===== config.mk =====
export PLATFORM = sky130hd
export DESIGN_NAME = tank_boundary_mover
export DESIGN_NICKNAME = d
export VERILOG_FILES = /design/src/rtl/tank_boundary_mover.sv
export SDC_FILE = /design/constraint.sdc
export NUM_CORES = 1
export LEC_CHECK = 0
export ABC_CLOCK_PERIOD_IN_PS = 8000
export CORE_MARGIN = 3
export CORE_UTILIZATION = 57
export DETAILED_ROUTE_END_ITERATION = 8
export HOLD_SLACK_MARGIN = 0.05
export PLACE_DENSITY = 0.87
export REMOVE_ABC_BUFFERS = 1
export SLEW_MARGIN = 20
export SYNTH_ARGS = -nofsm -noshare
export SYNTH_HDL_FRONTEND = slang
export SYNTH_SLANG_ARGS = --single-unit

===== constraint.sdc =====
create_clock -name clk_i -period 8 [get_ports clk_i]
set_clock_uncertainty 0.1 [all_clocks]
set_input_delay 1.6 -clock clk_i [delete_from_list [all_inputs] [get_ports clk_i]]
set_output_delay 1.6 -clock clk_i [all_outputs]
set_load 0.01 [all_outputs]

===== src/rtl/tank_boundary_mover.sv =====
// Per-frame tank position updater: on frame_tick, steps each tank one STEP in its latched
// direction (one tank per cycle), clamping at the field walls and flagging clamped tanks.
module tank_boundary_mover #(
    parameter int unsigned N_TANKS = 4,
    parameter int unsigned W       = 9,
    parameter int unsigned X_MIN   = 0,
    parameter int unsigned X_MAX   = 272,
    parameter int unsigned Y_MIN   = 0,
    parameter int unsigned Y_MAX   = 224,
    parameter int unsigned SIZE    = 16,
    parameter int unsigned STEP    = 2
) (
    input  logic                   clk_i,
    input  logic                   reset_i,
    input  logic                   frame_tick_i,
    input  logic [N_TANKS-1:0]     move_valid_i,
    input  logic [2*N_TANKS-1:0]   move_dir_i,
    input  logic                   load_i,
    input  logic [3:0]             load_id_i,
    input  logic [W-1:0]           load_x_i,
    input  logic [W-1:0]           load_y_i,
    output logic [W*N_TANKS-1:0]   tank_x_o,
    output logic [W*N_TANKS-1:0]   tank_y_o,
    output logic [N_TANKS-1:0]     collide_o,
    output logic                   busy_o,
    output logic                   update_done_o,
    output logic                   overrun_o
);

    // One extra bit so wall tests never wrap around.
    localparam logic [W:0] XMinE = (W+1)'(X_MIN);
    localparam logic [W:0] YMinE = (W+1)'(Y_MIN);
    localparam logic [W:0] XMaxE = (W+1)'(X_MAX);
    localparam logic [W:0] YMaxE = (W+1)'(Y_MAX);
    localparam logic [W:0] XHiE  = (W+1)'(X_MAX - SIZE);
    localparam logic [W:0] YHiE  = (W+1)'(Y_MAX - SIZE);
    localparam logic [W:0] SizeE = (W+1)'(SIZE);
    localparam logic [W:0] StepE = (W+1)'(STEP);

    typedef enum logic [1:0] {StIdle, StScan, StDone} state_e;

    state_e               state_q, state_d;
    logic [3:0]           idx_q, idx_d;
    logic [W-1:0]         pos_x_q [N_TANKS];
    logic [W-1:0]         pos_x_d [N_TANKS];
    logic [W-1:0]         pos_y_q [N_TANKS];
    logic [W-1:0]         pos_y_d [N_TANKS];
    logic [N_TANKS-1:0]   col_q, col_d;
    logic [N_TANKS-1:0]   valid_q, valid_d;
    logic [2*N_TANKS-1:0] dir_q, dir_d;
    logic                 overrun_q, overrun_d;

    logic [W-1:0] cur_x, cur_y;
    logic         cur_v;
    logic [1:0]   cur_dir;
    logic [W:0]   nx_e, ny_e;
    logic         mv_col;

    logic [W:0]   lx_e, ly_e;
    logic [W-1:0] ld_x, ld_y;
    logic         ld_col;

    // Move of the tank currently selected by idx_q.
    always_comb begin
        cur_x   = '0;
        cur_y   = '0;
        cur_v   = 1'b0;
        cur_dir = 2'd0;
        for (int i = 0; i < N_TANKS; i++) begin
            if (idx_q == 4'(i)) begin
                cur_x   = pos_x_q[i];
                cur_y   = pos_y_q[i];
                cur_v   = valid_q[i];
                cur_dir = dir_q[2*i +: 2];
            end
        end
        nx_e   = {1'b0, cur_x};
        ny_e   = {1'b0, cur_y};
        mv_col = 1'b0;
        if (cur_v) begin
            unique case (cur_dir)
                2'd0: begin
                    if ({1'b0, cur_y} < YMinE + StepE) begin
                        ny_e   = YMinE;
                        mv_col = 1'b1;
                    end else begin
                        ny_e = {1'b0, cur_y} - StepE;
                    end
                end
                2'd1: begin
                    if ({1'b0, cur_x} + SizeE + StepE > XMaxE) begin
                        nx_e   = XHiE;
                        mv_col = 1'b1;
                    end else begin
                        nx_e = {1'b0, cur_x} + StepE;
                    end
                end
                2'd2: begin
                    if ({1'b0, cur_y} + SizeE + StepE > YMaxE) begin
                        ny_e   = YHiE;
                        mv_col = 1'b1;
                    end else begin
                        ny_e = {1'b0, cur_y} + StepE;
                    end
                end
                2'd3: begin
                    if ({1'b0, cur_x} < XMinE + StepE) begin
                        nx_e   = XMinE;
                        mv_col = 1'b1;
                    end else begin
                        nx_e = {1'b0, cur_x} - StepE;
                    end
                end
                default: ;
            endcase
        end
    end

    // Load position clamped into the legal window on each axis.
    always_comb begin
        lx_e   = {1'b0, load_x_i};
        ly_e   = {1'b0, load_y_i};
        ld_x   = load_x_i;
        ld_y   = load_y_i;
        ld_col = 1'b0;
        if (XMinE > lx_e) begin
            ld_x   = XMinE[W-1:0];
            ld_col = 1'b1;
        end else if (lx_e > XHiE) begin
            ld_x   = XHiE[W-1:0];
            ld_col = 1'b1;
        end
        if (YMinE > ly_e) begin
            ld_y   = YMinE[W-1:0];
            ld_col = 1'b1;
        end else if (ly_e > YHiE) begin
            ld_y   = YHiE[W-1:0];
            ld_col = 1'b1;
        end
    end

    always_comb begin
        state_d   = state_q;
        idx_d     = idx_q;
        pos_x_d   = pos_x_q;
        pos_y_d   = pos_y_q;
        col_d     = col_q;
        valid_d   = valid_q;
        dir_d     = dir_q;
        overrun_d = overrun_q;
        unique case (state_q)
            StIdle: begin
                if (load_i && ({1'b0, load_id_i} < 5'(N_TANKS))) begin
                    for (int i = 0; i < N_TANKS; i++) begin
                        if (load_id_i == 4'(i)) begin
                            pos_x_d[i] = ld_x;
                            pos_y_d[i] = ld_y;
                            col_d[i]   = ld_col;
                        end
                    end
                end
                if (frame_tick_i) begin
                    state_d = StScan;
                    idx_d   = '0;
                    valid_d = move_valid_i;
                    dir_d   = move_dir_i;
                end
            end
            StScan: begin
                for (int i = 0; i < N_TANKS; i++) begin
                    if (idx_q == 4'(i)) begin
                        pos_x_d[i] = nx_e[W-1:0];
                        pos_y_d[i] = ny_e[W-1:0];
                        col_d[i]   = mv_col;
                    end
                end
                if (idx_q == 4'(N_TANKS - 1)) begin
                    state_d = StDone;
                end else begin
                    idx_d = idx_q + 4'd1;
                end
                if (frame_tick_i) begin
                    overrun_d = 1'b1;
                end
            end
            StDone: begin
                state_d = StIdle;
                idx_d   = '0;
                if (frame_tick_i) begin
                    overrun_d = 1'b1;
                end
            end
            default: state_d = StIdle;
        endcase
    end

    always_ff @(posedge clk_i) begin
        if (reset_i) begin
            state_q   <= StIdle;
            idx_q     <= '0;
            col_q     <= '0;
            valid_q   <= '0;
            dir_q     <= '0;
            overrun_q <= 1'b0;
            for (int i = 0; i < N_TANKS; i++) begin
                pos_x_q[i] <= XMinE[W-1:0];
                pos_y_q[i] <= YMinE[W-1:0];
            end
        end else begin
            state_q   <= state_d;
            idx_q     <= idx_d;
            col_q     <= col_d;
            valid_q   <= valid_d;
            dir_q     <= dir_d;
            overrun_q <= overrun_d;
            for (int i = 0; i < N_TANKS; i++) begin
                pos_x_q[i] <= pos_x_d[i];
                pos_y_q[i] <= pos_y_d[i];
            end
        end
    end

    always_comb begin
        tank_x_o = '0;
        tank_y_o = '0;
        for (int i = 0; i < N_TANKS; i++) begin
            tank_x_o[W*i +: W] = pos_x_q[i];
            tank_y_o[W*i +: W] = pos_y_q[i];
        end
    end

    assign collide_o     = col_q;
    assign busy_o        = (state_q != StIdle);
    assign update_done_o = (state_q == StDone);
    assign overrun_o     = overrun_q;

endmodule

==> summary.txt, run 1 <==
Timing
  • Final period util: 0.592
  • Peak Freq: roughly 0.21 GHz
  • Slew Limit Fails: 0
  • Rel. slew slack: 0.242
  • Final setup viols: 0
  • Fin crit period: about 4.7 ns
  • RSZ-0062 raised after global routing: no
  • Final Hold Viols: 0
  • TNS Setup: 0 ns
  • Final worst slack: roughly 3.3 ns
  • Worst-Margin Slew: between 1 and 1.5 ns
  • Final Hold Slack: 0.361 ns

Synthesis
  • Async S/R FF share, synth: 0
  • FF+latch count, synth: 95
  • Synth top cells by count: dfxtp_1, nor2_1, nand2_1
  • Mean Syn Cell Area: about 7.7 µm²
  • Synth top area cells: dfxtp_1, nor2_1, a21oi_1
  • Yosys top cell area share: 0.303
  • Synthesized area: about 6300 µm²
  • Ys Warns: 0
  • Count leader, synth: dfxtp_1
  • Cell variety after synth: 93
  • EDFF count, synth: 0
  • Dominant synthesized flop cell: dfxtp_1
  • Largest area contributor in the netlist: dfxtp_1
  • Cells after synthesis: about 810
  • Seq/Total Area, Yosys: 0.303

Die
  • Die height: 111 µm
  • Die area: about 12000 µm²
  • Core area: 10500 µm²
  • Boundary pin count: ~120
  • Starting Density: 0.596
  • Row count: 37
  • Die Width: around 110 µm

Detailed routing
  • DRT iter0 DRCs: just under 1000
  • Met2 WL: 10.3 mm
  • DRC: 0
  • Metal3 WL: roughly 2.5 mm
  • Met1 wire length: ~9.4 mm
  • Detailed-route via count: slightly above 7000
  • Highest metal used: met4
  • DR WL/cell: 22.4 µm
  • First-pass iteration count of the detailed router: 5
  • Post-DRT Antenna Nets: 0
  • Post-Route WL: 23.1 mm
  • Number of vias per cell: about 6.9

Power
  • Seq pwr share: 0.379
  • Clk pwr share: 0.210
  • Pwr Density: a little under 200 nW/µm²
  • Cell internal pwr: ~0.00088 W
  • Peak VDD IR: approximately 0.16 mV
  • Tot Pwr: about 0.0015 W
  • Comb pwr share: 0.410
  • Net Sw Power: between 0.0005 and 0.0006 W
  • Leak: about 2.6 nW
  • Switching Share: 0.399

Setup path
  • CP Data Required Time: about 8.2 ns
  • Critical path startpoint category: flip-flop
  • Critical Path Most Common Cell: ha_1
  • Crit-path cells: inv_1, ha_1, nor2b_2, a221o_2, a32oi_4, inv_2, ha_1, or3_1, o311ai_1, a311o_1, nand2_1, or4_4, a311oi_1
  • CP max stage delay: ~0.47 ns
  • Slowest cell on the critical path: or4_4
  • Arr. time, crit path: just under 5 ns
  • CP Max Fanout: 13
  • Crit path buf inv count: 2
  • CP endpoint kind: flip-flop
  • Critical path type: reg2reg
  • Crit path max-delay family: compound AO/OA/AOI/OAI gates

Cells and area
  • FF/Latch Area: between 1500 and 2000 µm²
  • Layout cells sized above 1: 0.0759
  • Multi-input combinational cell area: between 3000 and 4000 µm²
  • Nets: ~940
  • Final core occ: 0.721
  • N_diodes: 0
  • Filler instances: 809
  • Area growth syn-to-layout: 20.9%

Status
  • Status: finished, final reports clean

Clocking
  • CTS clk-pin slew, worst paths: 0.10 ns
  • CTS tree: yes
  • Clock Path Buffers: 2
  • Htree depth: 3
  • Post-CTS Repair Setup Buffers: 0
  • Post-CTS resize count: 0
  • CTS root buffer: clkbuf_8
  • Worst skew pair latency: approximately 0.4 ns
  • TritonCTS buffer count: 9
  • Post-cts hold buffer count: 0
  • Clk sinks: 95

Placement
  • DP Worst Slack: 3.45 ns
  • Gp weighted congestion: a little over 1
  • Hpwl dp: roughly 16 mm
  • Port Buffers: 116

Global route
  • Vias in the first global route: approximately 6700
  • GRT Util Overall: 0.362
  • First-pass GRT wire length: about 36 mm
  • Total congestion overflow: 0
  • Largest net degree at the start of global routing: between 70 and 80
  • Initial antenna violation count: 0

Worst hold path
  • Hold crit path type: reg2reg

Job
  • Max cap viols: 0
cell usage in the layout (no fill, tap or decap), drive strengths merged, types with 8 or more instances in the layout:
cell type / count
clkdlybuf4s50: 115
dfxtp: 95
nor2: 94
nand2: 87
a21oi: 68
o21ai: 46
a211oi: 37
nand3: 34
inv: 28
nor3: 18
a31oi: 17
a311oi: 16
and3: 13
ha: 12
clkbuf: 12
buf: 12
and2: 12
nand4: 10
a221o: 9
nor2b: 9
nor4: 9
nand3b: 8
o31ai: 8
a221oi: 8
worst register-to-register path: stages (launching register included):
cell	delay [ns]
dfxtp_1	0.45
inv_1	0.11
ha_1	0.46
nor2b_2	0.35
a221o_2	0.41
a32oi_4	0.35
inv_2	0.12
ha_1	0.32
or3_1	0.40
o311ai_1	0.31
a311o_1	0.43
nand2_1	0.17
or4_4	0.47
a311oi_1	0.21
metal layers:
layer | GRT usage | vias to the layer above
met5 | 0 | -
li1 | - | 3190
met4 | 0.165 | 0
met2 | 0.564 | 532
met3 | 0.0671 | 95
met1 | 0.488 | 3354
kinds of logic after synthesis:
kind of cell | synth area share
AOI/OAI and AO/OA | 0.322
xor gates and xnor gates | 0.0126
adders and majority gates | 0.0240
buffers and inverters | 0.0635
DFF | 0.303
muxes | 0.0148
and+or+nand+nor | 0.260
metrics by stage:
step	cells	area, µm²
after global routing	1032	7580
after global placement	1016	7390
after floorplan	753	5980
after detailed placement	1016	7390
final	1032	7580
after CTS	1032	7580
power by group through the flow:
| stage | clock network [W] | registers, W | logic [W] |
|---|---|---|---|
| CTS | 0.000303 | 0.000554 | 0.000588 |
| finish | 0.000309 | 0.000557 | 0.000602 |
| floorplan | 0 | 0.000573 | 0.000343 |
| detailed placement | 0 | 0.000565 | 0.000584 |
| global placement | 0 | 0.000562 | 0.000574 |
| global route | 0.000325 | 0.000561 | 0.000648 |
final cells by class:
class	count	area share
timing repair buffer	127	0.163
tap	136	0.0224
clock inverter	4	0.00396
multi-input combinational	630	0.525
inverter	28	0.0139
clock buffer	12	0.0205
sequential	95	0.251
path summary, 6_finish.rpt:
check | startpoint | end | slack, ns | cells after the start
max | idx_q[0] | tank_y_o[21] | 3.26 | 13
min | valid_q[3] | valid_q[3] | 0.36 | 2
max reg2reg | idx_q[0] | tank_y_o[21] | 3.26 | 13
min reg2reg | valid_q[3] | valid_q[3] | 0.36 | 2
sequential cells by signal, summed over array words and instances (netlist names):
signal,flops
overrun_o,1
valid_q,4
state_q,2
tank_x_o,36
idx_q,4
tank_y_o,36
dir_q,8
collide_o,4
Note: power is estimated with default switching activity, not from simulation.
==> run 2, diff against run 1 <==
Settings changed: ABC_CLOCK_PERIOD_IN_PS 8000 to 4200, CORE_UTILIZATION 57 to 48, PLACE_DENSITY 0.87 to 0.78.
Clock period 8 ns to 4.2 ns, I/O delays scaled along.
==> run 2 against run 1 <==
Against the previous run: sequential power up 92%; sequential cell count did not move; sequential share of layout area shrank 1.4 points; global-route usage fell by 3.6 points; worst hold slack got worse by 0.0047 ns; count of clock-buffer cells in the layout decreased by 1; worst setup slack got worse by 3.0 ns; final cell count up 7.1%; critical path depth unchanged; clock power grew to 2.8 times the previous value; highest routed layer unchanged.
==> summary.txt, run 2 (synthesis gave the netlist of run 1 again) <==
Status
  • Status: finished, final reports clean (unchanged)

Setup path
  • Worst R2R Setup Slack: 0.29 ns (was 3.26 ns)
  • Crit path buf inv count: 2 (unchanged)
  • Slowest cell on the critical path: or4_4 (unchanged)
  • CP Max Fanout: 8 (was 13)
  • R2R cell count: 13 (unchanged)
  • Critical path type: reg2reg (unchanged)
  • CP endpoint kind: flip-flop (unchanged)
  • CP Data Required Time: 4.37 ns (was 8.19 ns)
  • Crit Reg-Reg Startpoint: idx_q[1] (was idx_q[0])
  • Critical path startpoint category: flip-flop (unchanged)
  • Arr. time, crit path: 4.08 ns (was 4.93 ns)
  • Critical Path Most Common Cell: ha_1 (unchanged)
  • Crit-path cells: inv_1, ha_1, buf_4, nor4b_2, o2bb2ai_1, a22o_1, ha_1, or3_1, o311ai_1, a311o_1, nand2_1, or4_4, a311oi_1 (was inv_1, ha_1, nor2b_2, a221o_2, a32oi_4, inv_2, ha_1, or3_1, o311ai_1, a311o_1, nand2_1, or4_4, a311oi_1)
  • Crit path max-delay family: simple AND/OR/NAND/NOR gates (was compound AO/OA/AOI/OAI gates)
  • CP max stage delay: 0.47 ns (about the same)
  • R2r endpoint: tank_y_o[21] (unchanged)

Cells and area
  • Nets: 978 (was 941)
  • FF/Latch Area: 1900 µm² (unchanged)
  • Leading cell types in the layout, fill and taps excluded: clkdlybuf4s50_1, dfxtp_1, nor2_1 (unchanged)
  • Multi-input combinational cell area: 4000 µm² (was 3980 µm²)
  • Filler instances: 1182 (was 809)
  • Finished Cell Area: 8040 µm² (was 7580 µm²)
  • N_diodes: 0 (unchanged)
  • Layout cells sized above 1: 0.114 (was 0.0759)
  • Final core occ: 0.635 (was 0.721)
  • Area growth syn-to-layout: 28.3% (was 20.9%)
  • Most common cell after layout, fill and taps aside: clkdlybuf4s50_1 (unchanged)

Clocking
  • Clock Path Buffers: 2 (unchanged)
  • CTS clk-pin slew, worst paths: 0.07 ns (was 0.10 ns)
  • TritonCTS buffer count: 9 (unchanged)
  • CTS tree: yes (unchanged)
  • CTS root buffer: clkbuf_16 (was clkbuf_8)
  • Clk sinks: 95 (unchanged)
  • Worst skew pair latency: 0.36 ns (was 0.39 ns)
  • Post-CTS Repair Setup Buffers: 0 (unchanged)
  • Htree depth: 3 (unchanged)

Timing
  • RSZ-0062 raised after global routing: no (unchanged)
  • Slew Limit Fails: 0 (unchanged)
  • Fin crit period: 3.91 ns (was 4.74 ns)
  • Peak Freq: 0.256 GHz (was 0.211 GHz)
  • Final setup viols: 0 (unchanged)
  • Final Hold Viols: 0 (unchanged)
  • Rel. slew slack: 0.395 (was 0.242)
  • Final period util: 0.932 (was 0.592)
  • Worst-Margin Slew: 0.906 ns (was 1.14 ns)

Worst hold path
  • Hold crit path type: reg2reg (unchanged)
  • Min-Delay Endpoint: valid_q[1] (was valid_q[3])
  • Worst Hold Launch: valid_q[1] (was valid_q[3])
  • Worst hold path depth: 2 (unchanged)

Global route
  • Total congestion overflow: 0 (unchanged)
  • Largest net degree at the start of global routing: 74 (was 75)
  • Vias in the first global route: 6496 (was 6747)
  • GRT Util Overall: 0.327 (was 0.362)
  • First-pass GRT wire length: 36.8 mm (was 36.1 mm)
  • Initial antenna violation count: 0 (unchanged)

Power
  • Leak: 2.80 nW (was 2.56 nW)
  • Peak VDD IR: 0.231 mV (was 0.163 mV)
  • Pwr Density: 390 nW/µm² (was 194 nW/µm²)
  • Tot Pwr: 0.00313 W (was 0.00147 W)

Die
  • Die Width: 120 µm (was 111 µm)
  • Starting Density: 0.495 (was 0.596)
  • Row count: 41 (was 37)
  • Boundary pin count: 117 (unchanged)
  • Die height: 120 µm (was 111 µm)
  • Core area: 12700 µm² (was 10500 µm²)
  • Die area: 14500 µm² (was 12300 µm²)

Detailed routing
  • First-pass iteration count of the detailed router: 5 (unchanged)
  • Post-DRT Antenna Nets: 0 (unchanged)
  • DRC: 0 (unchanged)
  • DRT iter0 DRCs: 738 (was 977)
  • Post-Route WL: 23.9 mm (was 23.1 mm)
  • Detailed-route via count: 7002 (was 7171)
  • DR WL/cell: 21.6 µm (was 22.4 µm)
  • Number of vias per cell: 6.34 (was 6.95)

Placement
  • Hpwl dp: 17.7 mm (was 16.2 mm)
  • Placed standard-cell area: 7730 µm² (was 7390 µm²)
  • Gp weighted congestion: 1.00 (was 1.03)
  • Port Buffers: 116 (unchanged)

Job
  • Max cap viols: 0 (unchanged)
==> run 2: worst reg2reg max path, cell delays in order, from the launching register on <==
cell and delay (ns):
dfxtp_1 0.41, inv_1 0.09, ha_1 0.25, buf_4 0.19, nor4b_2 0.34, o2bb2ai_1 0.16, a22o_1 0.20, ha_1 0.28
or3_1 0.40, o311ai_1 0.24, a311o_1 0.32, nand2_1 0.14, or4_4 0.47, a311oi_1 0.23
==> run 2: worst max-delay path by stage <==
stage	slack, ns	endpoint	depth (start not counted)	start
floorplan	-0.06	tank_y_o[12]	11	idx_q[0]
global placement	0.40	tank_y_o[3]	13	idx_q[1]
detailed placement	0.33	tank_y_o[21]	13	idx_q[1]
CTS	0.32	tank_y_o[21]	13	idx_q[1]
global route	0.05	tank_x_o[25]	15	idx_q[0]
finish	0.29	tank_y_o[21]	13	idx_q[1]
==> run 2: report_power, final <==
group	leakage, nW	switching, W	internal [W]
logic	1.88	0.000715	0.000501
registers	0.776	0.0000805	0.000985
clock network	0.146	0.000373	0.000479
total	2.80	0.00117	0.00196
==> run 2: layout make-up <==
class                   count  share of cell area
inverters                  28              0.0131
multi-input cells         630               0.498
flip-flops and latches     95               0.237
repair buffers            164               0.189
well taps                 172              0.0268
clock inverters             5             0.00700
clock buffers              11              0.0302
==> run 2: routing by layer <==
metal,part of all wire,global-route usage,vias to the layer above
met1,0.43,0.448,3266
met4,0.037,0.142,0
li1,-,-,3268
met2,0.44,0.510,409
met3,0.094,0.0538,59
met5,0,0,-
==> run 2: repair_timing <==
item / CTS / global route
setup endpoints to repair: 0 / 5
gates resized for setup: 0 / 3
hold buffers: 0 / 0
==> run 2: through the flow <==
step	hold slack, ns	setup TNS [ns]	cells	worst slack [ns]
4_1_cts	0.357	0	1105	0.324
2_1_floorplan	0.326	-0.170	753	-0.0585
5_1_grt	0.385	0	1105	0.0522
3_5_place_dp	0.348	0	1089	0.330
6_report	0.356	0	1105	0.287
3_3_place_gp	0.344	0	1089	0.395
==> run 3, diff against run 2 <==
Settings changed: CORE_MARGIN 3 to 2, GPL_ROUTABILITY_DRIVEN set to 0.
==> run 3 against run 2 <==
Against the previous run: clock power rose by 6.7%; via count down 0.94%; worst setup slack lost 0.022 ns; sequential cell count is the same; largest cell class unchanged; critical path depth unchanged; count of clock-buffer cells in the layout is 2 higher; worst hold slack got worse by 0.0032 ns; power up 0.22%; critical path type unchanged.
==> summary.txt, run 3 (synthesis gave the netlist of run 1 again) <==
Power
  • Peak VDD IR: 0.205 mV (was 0.231 mV)
  • Leak: 2.74 nW (was 2.80 nW)
  • Cell internal pwr: 0.00202 W (was 0.00196 W)
  • Seq pwr share: 0.337 (was 0.340)
  • Pwr Density: 394 nW/µm² (was 390 nW/µm²)
  • Net Sw Power: 0.00112 W (was 0.00117 W)
  • Comb pwr share: 0.374 (was 0.388)
  • Clk pwr share: 0.290 (was 0.272)
  • Switching Share: 0.357 (was 0.373)

Cells and area
  • Filler instances: 1160 (was 1182)
  • Non-filler cells, final: 1087 (was 1105)
  • Area growth syn-to-layout: 27.0% (was 28.3%)
  • Most common cell after layout, fill and taps aside: clkdlybuf4s50_1 (unchanged)
  • N_diodes: 0 (unchanged)
  • Nets: 960 (was 978)
  • Leading cell types in the layout, fill and taps excluded: clkdlybuf4s50_1, dfxtp_1, nor2_1 (unchanged)
  • Layout cells sized above 1: 0.0962 (was 0.114)

Setup path
  • Slowest cell on the critical path: or4_4 (unchanged)
  • CP Max Fanout: 19 (was 8)
  • Critical path startpoint category: flip-flop (unchanged)
  • Crit-path cells: inv_1, ha_1, buf_12, a221o_2, a32oi_4, inv_2, ha_1, or3_1, o311ai_1, a311o_2, nand2_1, or4_4, a311oi_1 (was inv_1, ha_1, buf_4, nor4b_2, o2bb2ai_1, a22o_1, ha_1, or3_1, o311ai_1, a311o_1, nand2_1, or4_4, a311oi_1)
  • CP endpoint kind: flip-flop (unchanged)
  • Critical Path Most Common Cell: ha_1 (unchanged)
  • CP max stage delay: 0.48 ns (was 0.47 ns)
  • Arr. time, crit path: 4.10 ns (was 4.08 ns)
  • Critical path type: reg2reg (unchanged)
  • CP Data Required Time: 4.37 ns (about the same)

Placement
  • Hpwl dp: 14.9 mm (was 17.7 mm)
  • Placed insts: 1071 (was 1089)
  • Port Buffers: 116 (unchanged)

Die
  • Starting Density: 0.495 (unchanged)
  • Row count: 41 (unchanged)
  • Die height: 118 µm (was 120 µm)
  • Boundary pin count: 117 (unchanged)
  • Die Width: 118 µm (was 120 µm)
  • Core area: 12700 µm² (unchanged)
  • Die area: 14000 µm² (was 14500 µm²)

Job
  • Max cap viols: 0 (unchanged)

Detailed routing
  • Post-Route WL: 21.1 mm (was 23.9 mm)
  • Number of vias per cell: 6.38 (was 6.34)
  • First-pass iteration count of the detailed router: 5 (unchanged)
  • DR WL/cell: 19.4 µm (was 21.6 µm)
  • DRC: 0 (unchanged)
  • Post-DRT Antenna Nets: 0 (unchanged)
  • DRT iter0 DRCs: 812 (was 738)
  • Detailed-route via count: 6936 (was 7002)

Clocking
  • CTS tree: yes (unchanged)
  • Worst skew pair latency: 0.36 ns (about the same)
  • CTS root buffer: clkbuf_16 (unchanged)
  • Clock Path Buffers: 2 (unchanged)
  • Clk sinks: 95 (unchanged)
  • TritonCTS buffer count: 9 (unchanged)
  • Htree depth: 3 (unchanged)
  • CTS clk-pin slew, worst paths: 0.07 ns (about the same)

Timing
  • Final setup viols: 0 (unchanged)
  • Rel. slew slack: 0.245 (was 0.395)
  • Peak Freq: 0.254 GHz (was 0.256 GHz)
  • TNS Setup: 0 ns (unchanged)
  • RSZ-0062 raised after global routing: no (unchanged)
  • Slew Limit Fails: 0 (unchanged)
  • Final Hold Slack: 0.353 ns (was 0.356 ns)
  • Worst-Margin Slew: 1.13 ns (was 0.906 ns)
  • Final Hold Viols: 0 (unchanged)
  • Fin crit period: 3.94 ns (was 3.91 ns)
  • Final period util: 0.937 (was 0.932)

Global route
  • First-pass GRT wire length: 33.0 mm (was 36.8 mm)
  • GRT Util Overall: 0.294 (was 0.327)
  • Vias in the first global route: 6246 (was 6496)
  • Initial antenna violation count: 0 (unchanged)
  • Largest net degree at the start of global routing: 74 (unchanged)
  • Total congestion overflow: 0 (unchanged)

Worst hold path
  • Hold crit path type: reg2reg (unchanged)

Status
  • Status: finished, final reports clean (unchanged)
[run 3: changes by cell type in the layout (fill, tap and decap cells not counted), sizes merged]
cell / previous run / this run
buf: 49 / 31
clkbuf: 11 / 13
bufinv: 1 / 2
clkinv: 2 / 1
clkinvlp: 1 / 0
inv: 29 / 28
[run 3: final timing paths]
path,startpoint,end,slack [ns],cells past startpoint
max,idx_q[1],tank_y_o[3],0.26,13
min,valid_q[3],valid_q[3],0.35,2
max reg2reg,idx_q[1],tank_y_o[3],0.26,13
min reg2reg,valid_q[3],valid_q[3],0.35,2
[run 3: timing repair]
item                       CTS  global route
resized for setup            0             4
setup endpoints to repair    0            42
buffers inserted             0             0
hold buffers                 0             0
[run 3: layout make-up]
cell class / count / area [µm²] / area share
multi-input combinational: 630 / 4010 / 0.503
timing repair buffer: 146 / 1410 / 0.177
inverter: 28 / 105 / 0.0132
sequential: 95 / 1900 / 0.239
clock buffer: 13 / 260 / 0.0327
tap: 172 / 215 / 0.0270
clock inverter: 3 / 65.1 / 0.00817
[run 3: metal layers]
layer	global-route usage	share of wire	up-vias
met4	0.118	0.026	0
met3	0.0512	0.11	49
met2	0.448	0.43	442
li1	-	-	3230
met1	0.410	0.43	3215
met5	0	0	-
[run 3: worst max-delay path, delay by kind of cell (launching register included)]
family                     cells  cell delay (ns)
DFF                            1             0.39
buffers and inverters          3             0.36
adders and majority gates      2             0.56
AOI/OAI and AO/OA              5             1.41
and+or+nand+nor                3             1.02
[run 3: through the flow]
step | cell area [µm²] | setup WS, ns | util | power [W]
final | 7960 | 0.264 | 0.628 | 0.00314
after detailed placement | 7620 | 0.217 | 0.602 | 0.00221
after global placement | 7620 | 0.308 | 0.602 | 0.00220
after global routing | 7960 | 0.0136 | 0.628 | 0.00327
after floorplan | 5980 | -0.0585 | - | 0.00174
after CTS | 7950 | 0.176 | 0.627 | 0.00311
[run 3: power groups by stage]
stage               registers, W  clock network [W]  logic, W
finish                   0.00106           0.000909   0.00117
global route             0.00107           0.000946   0.00126
CTS                      0.00106           0.000911   0.00114
detailed placement       0.00107                  0   0.00114
global placement         0.00107                  0   0.00113
floorplan                0.00109                  0  0.000653
